**config.mk**
```make
export PLATFORM = sky130hd
export DESIGN_NAME = mem_access
export DESIGN_NICKNAME = d
export VERILOG_FILES = /design/src/rtl/core_pkg.sv /design/src/rtl/mem_lane_align.sv /design/src/rtl/mem_access.sv
export SDC_FILE = /design/constraint.sdc
export NUM_CORES = 1
export LEC_CHECK = 0
export ABC_CLOCK_PERIOD_IN_PS = 3000
export BUFFER_PORTS_ARGS = -buffer_cell sky130_fd_sc_hd__buf_2
export CORE_UTILIZATION = 35
export DETAILED_ROUTE_END_ITERATION = 6
export PLACE_DENSITY_LB_ADDON = 0.15
export SLEW_MARGIN = 20
export SYNTH_ARGS = -nofsm -noshare
export SYNTH_HDL_FRONTEND = slang
export SYNTH_SLANG_ARGS = --single-unit
export TNS_END_PERCENT = 20
```
**constraint.sdc**
```tcl
create_clock -name clk -period 3 [get_ports clk]
set_input_delay 0.15 -clock clk [delete_from_list [all_inputs] [get_ports clk]]
set_output_delay 0.15 -clock clk [all_outputs]
set_load 0.05 [all_outputs]
```
**src/rtl/core_pkg.sv**
```systemverilog
// Shared pipeline types for the core: pipeline bus payload, memory-op encodings
// and the memory-access stage state encoding.
package core;

    localparam int unsigned WORD_W    = 32;
    localparam int unsigned REG_IDX_W = 5;
    localparam int unsigned DMEM_BE_W = 4;

    typedef enum logic [3:0] {
        MEM_NOP = 4'd0,
        MEM_LB  = 4'd1,
        MEM_LH  = 4'd2,
        MEM_LW  = 4'd3,
        MEM_LBU = 4'd4,
        MEM_LHU = 4'd5,
        MEM_SB  = 4'd6,
        MEM_SH  = 4'd7,
        MEM_SW  = 4'd8
    } mem_op_t;

    // Plain vector type with named constants keeps the encoding stable for legacy users
    typedef logic [1:0] mem_state_t;
    localparam mem_state_t IDLE = 2'd0;
    localparam mem_state_t REQ  = 2'd1;
    localparam mem_state_t RESP = 2'd2;

    typedef struct packed {
        logic [WORD_W-1:0]    pc;
        logic [REG_IDX_W-1:0] rd_addr;
        logic                 rf_wr_en;
        mem_op_t              mem_op;
        logic [WORD_W-1:0]    rs2_data;
        logic [WORD_W-1:0]    rd_res;
    } pipeline_bus_t;

endpackage

```
**src/rtl/mem_lane_align.sv**
```systemverilog
// Byte-lane steering for data memory: byte enables, store replication,
// load right-alignment and misalignment detection. Purely combinational.
module mem_lane_align
    import core::*;
(
    input  mem_op_t              mem_op,
    input  logic [1:0]           addr_lo,
    input  logic [WORD_W-1:0]    store_data,
    input  logic [1:0]           load_addr_lo,
    input  logic [WORD_W-1:0]    load_data,
    output logic [DMEM_BE_W-1:0] be_c,
    output logic [WORD_W-1:0]    wdata_c,
    output logic [WORD_W-1:0]    load_c,
    output logic                 misalign_c,
    output logic                 is_mem_c,
    output logic                 is_store_c
);

    localparam logic [DMEM_BE_W-1:0] BE_BYTE = 4'b0001;
    localparam logic [DMEM_BE_W-1:0] BE_HALF = 4'b0011;
    localparam logic [DMEM_BE_W-1:0] BE_WORD = 4'b1111;

    // Decode the op into lane enables, write replication and alignment check
    always_comb begin
        be_c       = '0;
        wdata_c    = '0;
        misalign_c = 1'b0;
        is_mem_c   = 1'b1;
        is_store_c = 1'b0;
        case (mem_op)
            MEM_LB, MEM_LBU: begin
                be_c = BE_BYTE << addr_lo;
            end
            MEM_LH, MEM_LHU: begin
                be_c       = BE_HALF << addr_lo;
                misalign_c = addr_lo[0];
            end
            MEM_LW: begin
                be_c       = BE_WORD;
                misalign_c = |addr_lo;
            end
            MEM_SB: begin
                be_c       = BE_BYTE << addr_lo;
                wdata_c    = {4{store_data[7:0]}};
                is_store_c = 1'b1;
            end
            MEM_SH: begin
                be_c       = BE_HALF << addr_lo;
                wdata_c    = {2{store_data[15:0]}};
                misalign_c = addr_lo[0];
                is_store_c = 1'b1;
            end
            MEM_SW: begin
                be_c       = BE_WORD;
                wdata_c    = store_data;
                misalign_c = |addr_lo;
                is_store_c = 1'b1;
            end
            default: begin
                is_mem_c = 1'b0;
            end
        endcase
    end

    // Load data is right-aligned and zero-filled; sign extension happens downstream
    always_comb begin
        load_c = load_data >> {load_addr_lo, 3'b000};
    end

endmodule

```
**src/rtl/mem_access.sv**
```systemverilog
// Memory-access pipeline stage: captures the EX result, issues one data-memory
// request per load/store and hands a registered result to sign extension.
module mem_access
    import core::*;
#(
    parameter int unsigned ADDR_W = 32,
    parameter int unsigned XLEN   = 32
) (
    input  logic                 clk,
    input  logic                 rst_n,
    input  pipeline_bus_t        bus_i,
    input  logic                 valid_i,
    output logic                 ready_o,
    output pipeline_bus_t        bus_o,
    output logic                 valid_o,
    output logic                 misalign_o,
    output logic                 dmem_req_o,
    output logic                 dmem_we_o,
    output logic [ADDR_W-1:0]    dmem_addr_o,
    output logic [DMEM_BE_W-1:0] dmem_be_o,
    output logic [XLEN-1:0]      dmem_wdata_o,
    input  logic                 dmem_gnt_i,
    input  logic                 dmem_rvalid_i,
    input  logic [XLEN-1:0]      dmem_rdata_i
);

    mem_state_t          state_q;
    mem_state_t          state_d;
    pipeline_bus_t       hold_q;
    pipeline_bus_t       hold_d;
    pipeline_bus_t       bus_d;
    logic                valid_d;
    logic                misalign_d;
    logic                ready_d;
    logic                req_d;
    logic                we_d;
    logic [ADDR_W-1:0]   addr_d;
    logic [DMEM_BE_W-1:0] be_d;
    logic [XLEN-1:0]     wdata_d;

    logic [DMEM_BE_W-1:0] lane_be;
    logic [WORD_W-1:0]   lane_wdata;
    logic [WORD_W-1:0]   lane_load;
    logic                lane_misalign;
    logic                lane_is_mem;
    logic                lane_is_store;

    // Issue-side lanes come from the incoming bus; load shift uses the held address
    mem_lane_align u_lane (
        .mem_op       (bus_i.mem_op),
        .addr_lo      (bus_i.rd_res[1:0]),
        .store_data   (bus_i.rs2_data),
        .load_addr_lo (hold_q.rd_res[1:0]),
        .load_data    (WORD_W'(dmem_rdata_i)),
        .be_c         (lane_be),
        .wdata_c      (lane_wdata),
        .load_c       (lane_load),
        .misalign_c   (lane_misalign),
        .is_mem_c     (lane_is_mem),
        .is_store_c   (lane_is_store)
    );

    // Next-state and next-output logic
    always_comb begin
        state_d    = state_q;
        hold_d     = hold_q;
        bus_d      = bus_o;
        valid_d    = 1'b0;
        misalign_d = 1'b0;
        req_d      = dmem_req_o;
        we_d       = dmem_we_o;
        addr_d     = dmem_addr_o;
        be_d       = dmem_be_o;
        wdata_d    = dmem_wdata_o;

        case (state_q)
            IDLE: begin
                if (valid_i) begin
                    hold_d = bus_i;
                    if (!lane_is_mem) begin
                        valid_d = 1'b1;
                        bus_d   = bus_i;
                    end else if (lane_misalign) begin
                        valid_d         = 1'b1;
                        misalign_d      = 1'b1;
                        bus_d           = bus_i;
                        bus_d.mem_op    = MEM_NOP;
                        bus_d.rf_wr_en  = 1'b0;
                    end else begin
                        state_d = REQ;
                        req_d   = 1'b1;
                        we_d    = lane_is_store;
                        addr_d  = ADDR_W'({bus_i.rd_res[WORD_W-1:2], 2'b00});
                        be_d    = lane_be;
                        wdata_d = XLEN'(lane_wdata);
                    end
                end
            end
            REQ: begin
                if (dmem_gnt_i) begin
                    req_d = 1'b0;
                    if (dmem_we_o) begin
                        state_d        = IDLE;
                        valid_d        = 1'b1;
                        bus_d          = hold_q;
                        bus_d.rf_wr_en = 1'b0;
                        bus_d.rd_res   = hold_q.rs2_data;
                    end else begin
                        state_d = RESP;
                    end
                end
            end
            RESP: begin
                if (dmem_rvalid_i) begin
                    state_d      = IDLE;
                    valid_d      = 1'b1;
                    bus_d        = hold_q;
                    bus_d.rd_res = lane_load;
                end
            end
            default: begin
                state_d = IDLE;
                req_d   = 1'b0;
            end
        endcase

        ready_d = (state_d == IDLE);
    end

    // State and registered outputs; reset abandons any access in flight
    always_ff @(posedge clk or negedge rst_n) begin
        if (!rst_n) begin
            state_q      <= IDLE;
            hold_q       <= '0;
            bus_o        <= '0;
            valid_o      <= 1'b0;
            misalign_o   <= 1'b0;
            ready_o      <= 1'b1;
            dmem_req_o   <= 1'b0;
            dmem_we_o    <= 1'b0;
            dmem_addr_o  <= '0;
            dmem_be_o    <= '0;
            dmem_wdata_o <= '0;
        end else begin
            state_q      <= state_d;
            hold_q       <= hold_d;
            bus_o        <= bus_d;
            valid_o      <= valid_d;
            misalign_o   <= misalign_d;
            ready_o      <= ready_d;
            dmem_req_o   <= req_d;
            dmem_we_o    <= we_d;
            dmem_addr_o  <= addr_d;
            dmem_be_o    <= be_d;
            dmem_wdata_o <= wdata_d;
        end
    end

endmodule

```
==> Yosys cells after proc, flatten, opt, wreduce, memory -nomap -nowiden <==
Cells that the tools add are included.
{ "totals": {"register_bits": 255, "inputBits": 143, "output_inout_bits": 179, "word_cells": 90} }
{ "op_classes": {"eq_ne": 17, "shifts": 3, "mux": 34, "n_bitwise": 2, "n_reduce_logical": 13} }
{ "op_table": {"columns": ["op", "count"], "rows": [
  ["$mux 106", 6],
  ["$pmux 106 s3", 1],
  ["$pmux 32 s3", 1],
  ["$shr 32x5->32", 1],
  ["$eq 4x3->1 const B", 4],
  ["$mux 1", 15],
  ["$mux 2", 6],
  ["$ne 2x2->1 const B", 6],
  ["$pmux 4 s3", 1],
  ["$reduce_or 3->1", 3],
  ["$eq 4x2->1 const B", 2],
  ["$reduce_or 8->1", 1],
  ["$pmux 1 s3", 2],
  ["$pmux 2 s3", 1],
  ["$reduce_and 6->1", 1],
  ["$reduce_and 5->1", 1],
  ["$eq 4x1->1 const B", 1],
  ["$eq 4x4->1 const B", 1],
  ["$logic_not 2->1", 2],
  ["$reduce_and 4->1", 1],
  ["$reduce_or 2->1", 2],
  ["$shl 1x2->4 const A", 1],
  ["$shl 2x2->4 const A", 1],
  ["$ne 3x3->1 const B", 1],
  ["other kinds (6)", 7]
]} }

==> Longest topological paths before layout <==
{ "depth": {"word_depth": 8, "ltp_mapped": 9, "mapped_depth_nobuf": 7} }

==> Cells and area by module <==
From an unflattened synthesis, not the netlist that was laid out.
{ "unflattened": {"hier_cells": 1167, "area_unflattened_um2": 12273.0} }
{ "modules_own_cells": {"columns": ["module", "n_inst", "cells_per_inst", "area_each_um2", "seq_area_each_um2"], "rows": [
  ["mem_access", 1, 986, 11151.9, 6382.4],
  ["mem_lane_align", 1, 181, 1121.1, 0.0]
]} }

==> Worst setup path before layout <==
No wires, ideal clock.
{ "synth_timing": {"path_kind": "register to register", "startpoint": "register state_q[0]", "endpoint": "register bus_o[16] (netlist name)", "setup_time_ns": 0.082, "arrival_ns": 2.190, "required_ns": 2.918, "setup_slack_ns": 0.728, "stages_incl_launch_ff": 9, "n_path_buf": 2, "period_less_slack_ns": 2.272, "path_cell_list": "dfrtp_1 -> inv_1 -> ha_1 -> clkbuf_1 -> inv_2 -> nor3_1 -> clkbuf_1 -> nor2_1 -> a22oi_2"} }
{ "synth_between": {"elab_chain_len": 3, "elab_cells_between_ends": 11, "cone_classes": "eq/ne: 7; mux: 1; reduce/logical: 3"} }
{ "synth_lines": {"columns": ["item", "line", "rtl"], "rows": [
  ["start: declaration", "mem_access.sv:27", "mem_state_t state_q;"],
  ["start signal: assignment", "mem_access.sv:145", "state_q <= state_d;"],
  ["$eq 2x2->1, or another cell as far along", "mem_access.sv:76", "case (state_q)"],
  ["$ne 2x2->1 (no line), or another cell as far along", null, null],
  ["$reduce_and 6->1 (no line)", null, null],
  ["end signal: assignment", "mem_access.sv:147", "bus_o <= bus_d;"],
  ["end: declaration", "mem_access.sv:14", "output pipeline_bus_t bus_o,"]
]} }
Several ways; a longest one is shown, not always the timed one.
A chain may end at the register's enable or synchronous reset.

==> Worst setup path after layout <==
{ "layout_timing": {"startpoint": "register state_q[1]", "endpoint": "register dmem_addr_o[22]"} }
{ "layout_between": {"elab_chain_len": 2} }
{ "layout_lines": {"columns": ["item", "line", "rtl"], "rows": [
  ["$logic_not 2->1", "mem_access.sv:76", null],
  ["$reduce_and 4->1 (no line)", null, null],
  ["end signal: assignment", "mem_access.sv:153", "dmem_addr_o <= addr_d;"],
  ["end: declaration", "mem_access.sv:19", "output logic [ADDR_W-1:0] dmem_addr_o,"]
]} }
No other way between the ends.

==> summary.txt <==
Status
  – Status: finished clean

Logic synthesis
  – Unique cell type count in the Yosys netlist: 56
  – Sequential area share after synthesis: 0.5288
  – FF+latch count, synth: 255
  – Synth warn: 0
  – Mean Syn Cell Area: 10.55 um^2
  – Fraction of registers with async set or reset after synthesis: 1.000
  – Main synth FF type: dfrtp_1
  – Mapped Cells: 1144
  – Post-synth EDFFs: 0
  – Synth Cell Area: 12070 um^2

CTS
  – CTS Buf Count: 29
  – # clock sinks: 255
  – Post-CTS setup buffer count: 0
  – CTS tree: built
  – Max clock buf depth: 3
  – Worst skew pair latency: 0.56 ns
  – Root Driver: clkbuf_16
  – H-tree depth: 1
  – Worst-path clk slew: 0.07 ns
  – Post-CTS sizing: 0

Detailed routing
  – # DRC: 0
  – DR vias: 10650
  – Via density per instance: 5.285
  – Final WL: 43230 um
  – Routed WL per cell: 21.44 um
  – Drt pass-1 iters: 5
  – Initial DRC count: 806
  – Routed Antenna Nets: 0

Timing
  – Final setup vio count: 0
  – Minimum clock period: 2.496 ns
  – Skew final: 0.01140 ns
  – Max-slew violations: 0
  – Actual slew at the worst max-slew pin: 0.9642 ns
  – Fmax: 0.4006 GHz
  – Slew headroom: 0.3572
  – Final period util: 0.8321
  – Setup TNS: 0 ns
  – RSZ-0062 raised after global routing: false
  – Endpoints failing hold: 0

Cells and area
  – Register Area: 6382 um^2
  – Layout cells sized above 1: 0.3476
  – Fill cells: 3174
  – Layout area overhead: 36.85%
  – Finished Core Util: 0.4901
  – Final layout net count: 1689
  – Multi-input logic area: 5243 um^2

Placed design
  – Post-detail-place hpwl: 29390 um
  – Final Wtd Congestion: 0.8452
  – Port buffer count: 319

Pwr
  – Peak supply drop: 0.0006758 V
  – Leak: 0.007910 uW
  – Pwr dens: 1353 nW/um^2

Setup path
  – Worst Path Required: 3.44 ns
  – RR Startpoint: state_q[1]$_DFF_PN0_
  – Crit Path Class: flop to flop
  – Worst Setup End Kind: flop
  – Reg2reg path depth: 6
  – CP Launch Type: flop
  – Peak fanout along the critical path: 37
  – Reg2reg end: dmem_addr_o[22]$_DFFE_PN0P_
  – Arr. time, crit path: 2.93 ns
  – Reg-to-reg setup timing slack: 0.50 ns

Floorplanning
  – Core ar.: 33700 um^2
  – Die Span Y: 187.7 um
  – Area of the die: 35230 um^2
  – Die width: 187.7 um
  – Ports: 322
  – Site row count: 67
  – Starting Density: 0.3581

Global routing
  – GR Overflow Total: 0
  – Vias in the first global route: 10450
  – Total GRT Usage: 0.2387
  – Largest net degree at the start of global routing: 94
  – Initial antenna violation count: 6
  – First-pass GRT wire length: 64990 um

Worst hold path
  – Min-Delay Path Class: primary input to flop
  – WHS Endpoint: valid_o$_DFF_PN0_
  – Hold Path Stages: 3
  – HP Start: dmem_gnt_i

Job
  – Max Cap Viol: 0
cell families after synthesis:
family | synth area share
other | 0.0003107
multiplexers | 0.09538
flip-flops | 0.5288
XOR/XNOR | 0.0007258
adder cells (fa/ha/maj) | 0.004976
buffers and inverters | 0.03970
AND/OR/NAND/NOR | 0.1284
AO/OA/AOI/OAI | 0.2016
cells in the final DEF, fill, tap and decap left out, types with 10 or more instances in the layout:
master,count
a22oi_2,40
mux2_4,16
buf_2,318
clkbuf_16,29
buf_12,11
buf_4,19
dfrtp_1,254
bufinv_16,10
mux2_2,72
o21ai_0,27
a22o_1,32
a21oi_1,13
dlygate4sd3_1,113
nor2_1,101
a22oi_1,124
nand2_1,255
a222oi_1,31
mux2i_1,10
synthesized netlist by cell type, drive strengths merged, types with 3 or more instances:
cell type | number | area [um^2]
nand2 | 257 | 972.2
dfrtp | 254 | 6356
a22oi | 164 | 1431
nor2 | 102 | 382.9
mux2 | 88 | 1051
clkbuf | 65 | 244.0
a22o | 32 | 280.3
a222oi | 31 | 310.3
buf | 31 | 197.7
o21ai | 28 | 140.1
a21oi | 15 | 90.09
inv | 10 | 37.53
mux2i | 10 | 100.1
nor2b | 6 | 37.54
a21o | 4 | 30.03
ha | 4 | 50.05
nand2b | 4 | 25.02
nor3 | 4 | 20.02
and2 | 3 | 18.77
critical path: stages (launching register included):
cell and delay [ns]:
dfrtp_1 0.42, inv_1 0.09, ha_1 0.34, nand2_4 0.35, or3_2 0.57, buf_4 0.25
mux2_2 0.32
registers in the layout (all words and copies together), names as in the netlist, 2 cells and up:
| signal | count |
|---|---|
| state_q | 2 |
| dmem_be_o | 4 |
| bus_o | 106 |
| dmem_wdata_o | 32 |
| dmem_addr_o | 30 |
| hold_q | 76 |
worst max path at each step:
stage,start,endpoint,slack [ns],cells past startpoint
6_report,state_q[1]$_DFF_PN0_,dmem_addr_o[22]$_DFFE_PN0P_,0.50,6
5_1_grt,state_q[1]$_DFF_PN0_,dmem_addr_o[20]$_DFFE_PN0P_,0.40,6
4_1_cts,state_q[1]$_DFF_PN0_,dmem_addr_o[23]$_DFFE_PN0P_,0.53,6
3_5_place_dp,state_q[1]$_DFF_PN0_,dmem_addr_o[20]$_DFFE_PN0P_,0.56,6
3_3_place_gp,state_q[0]$_DFF_PN0_,dmem_addr_o[7]$_DFFE_PN0P_,0.60,6
2_1_floorplan,state_q[0]$_DFF_PN0_,bus_o[16]$_DFFE_PN0P_,0.73,8
metal layers:
layer | GRT usage | wire length (um)
met5 | 0 | 32
met4 | 0.08224 | 1382
met3 | 0.04978 | 3056
met2 | 0.3798 | 20090
met1 | 0.3219 | 18670
layout make-up:
class / count / area share
well taps: 448 / 0.03394
clock buffers: 40 / 0.05189
inverters: 10 / 0.002424
flip-flops and latches: 255 / 0.3864
repair buffers: 462 / 0.1877
clock inverters: 14 / 0.01977
diodes: 3 / 0.0004545
multi-input cells: 784 / 0.3174
per-stage QoR:
stage	total power, uW	worst slack, ns	hold slack [ns]	area (um^2)	instances
4_1_cts	22490	0.5310	0.04240	16510	2013
3_5_place_dp	17970	0.5613	0.2512	14190	1846
6_report	22340	0.5037	0.06516	16520	2016
2_1_floorplan	14730	0.7279	-0.1456	12070	1145
5_1_grt	23500	0.4043	0.08745	16510	2015
3_3_place_gp	17830	0.5959	0.2529	14190	1846
timing repair:
item                                   4_1_cts  5_1_grt
hold buffers                               113        0
endpoints found under the hold margin      261        0
setup endpoints to repair                    0        0
power breakdown:
group	internal (uW)	switching (uW)
sequential	5100	1070
clock	2850	1500
combinational	3660	8170
Note: power is estimated with default switching activity, not from simulation.
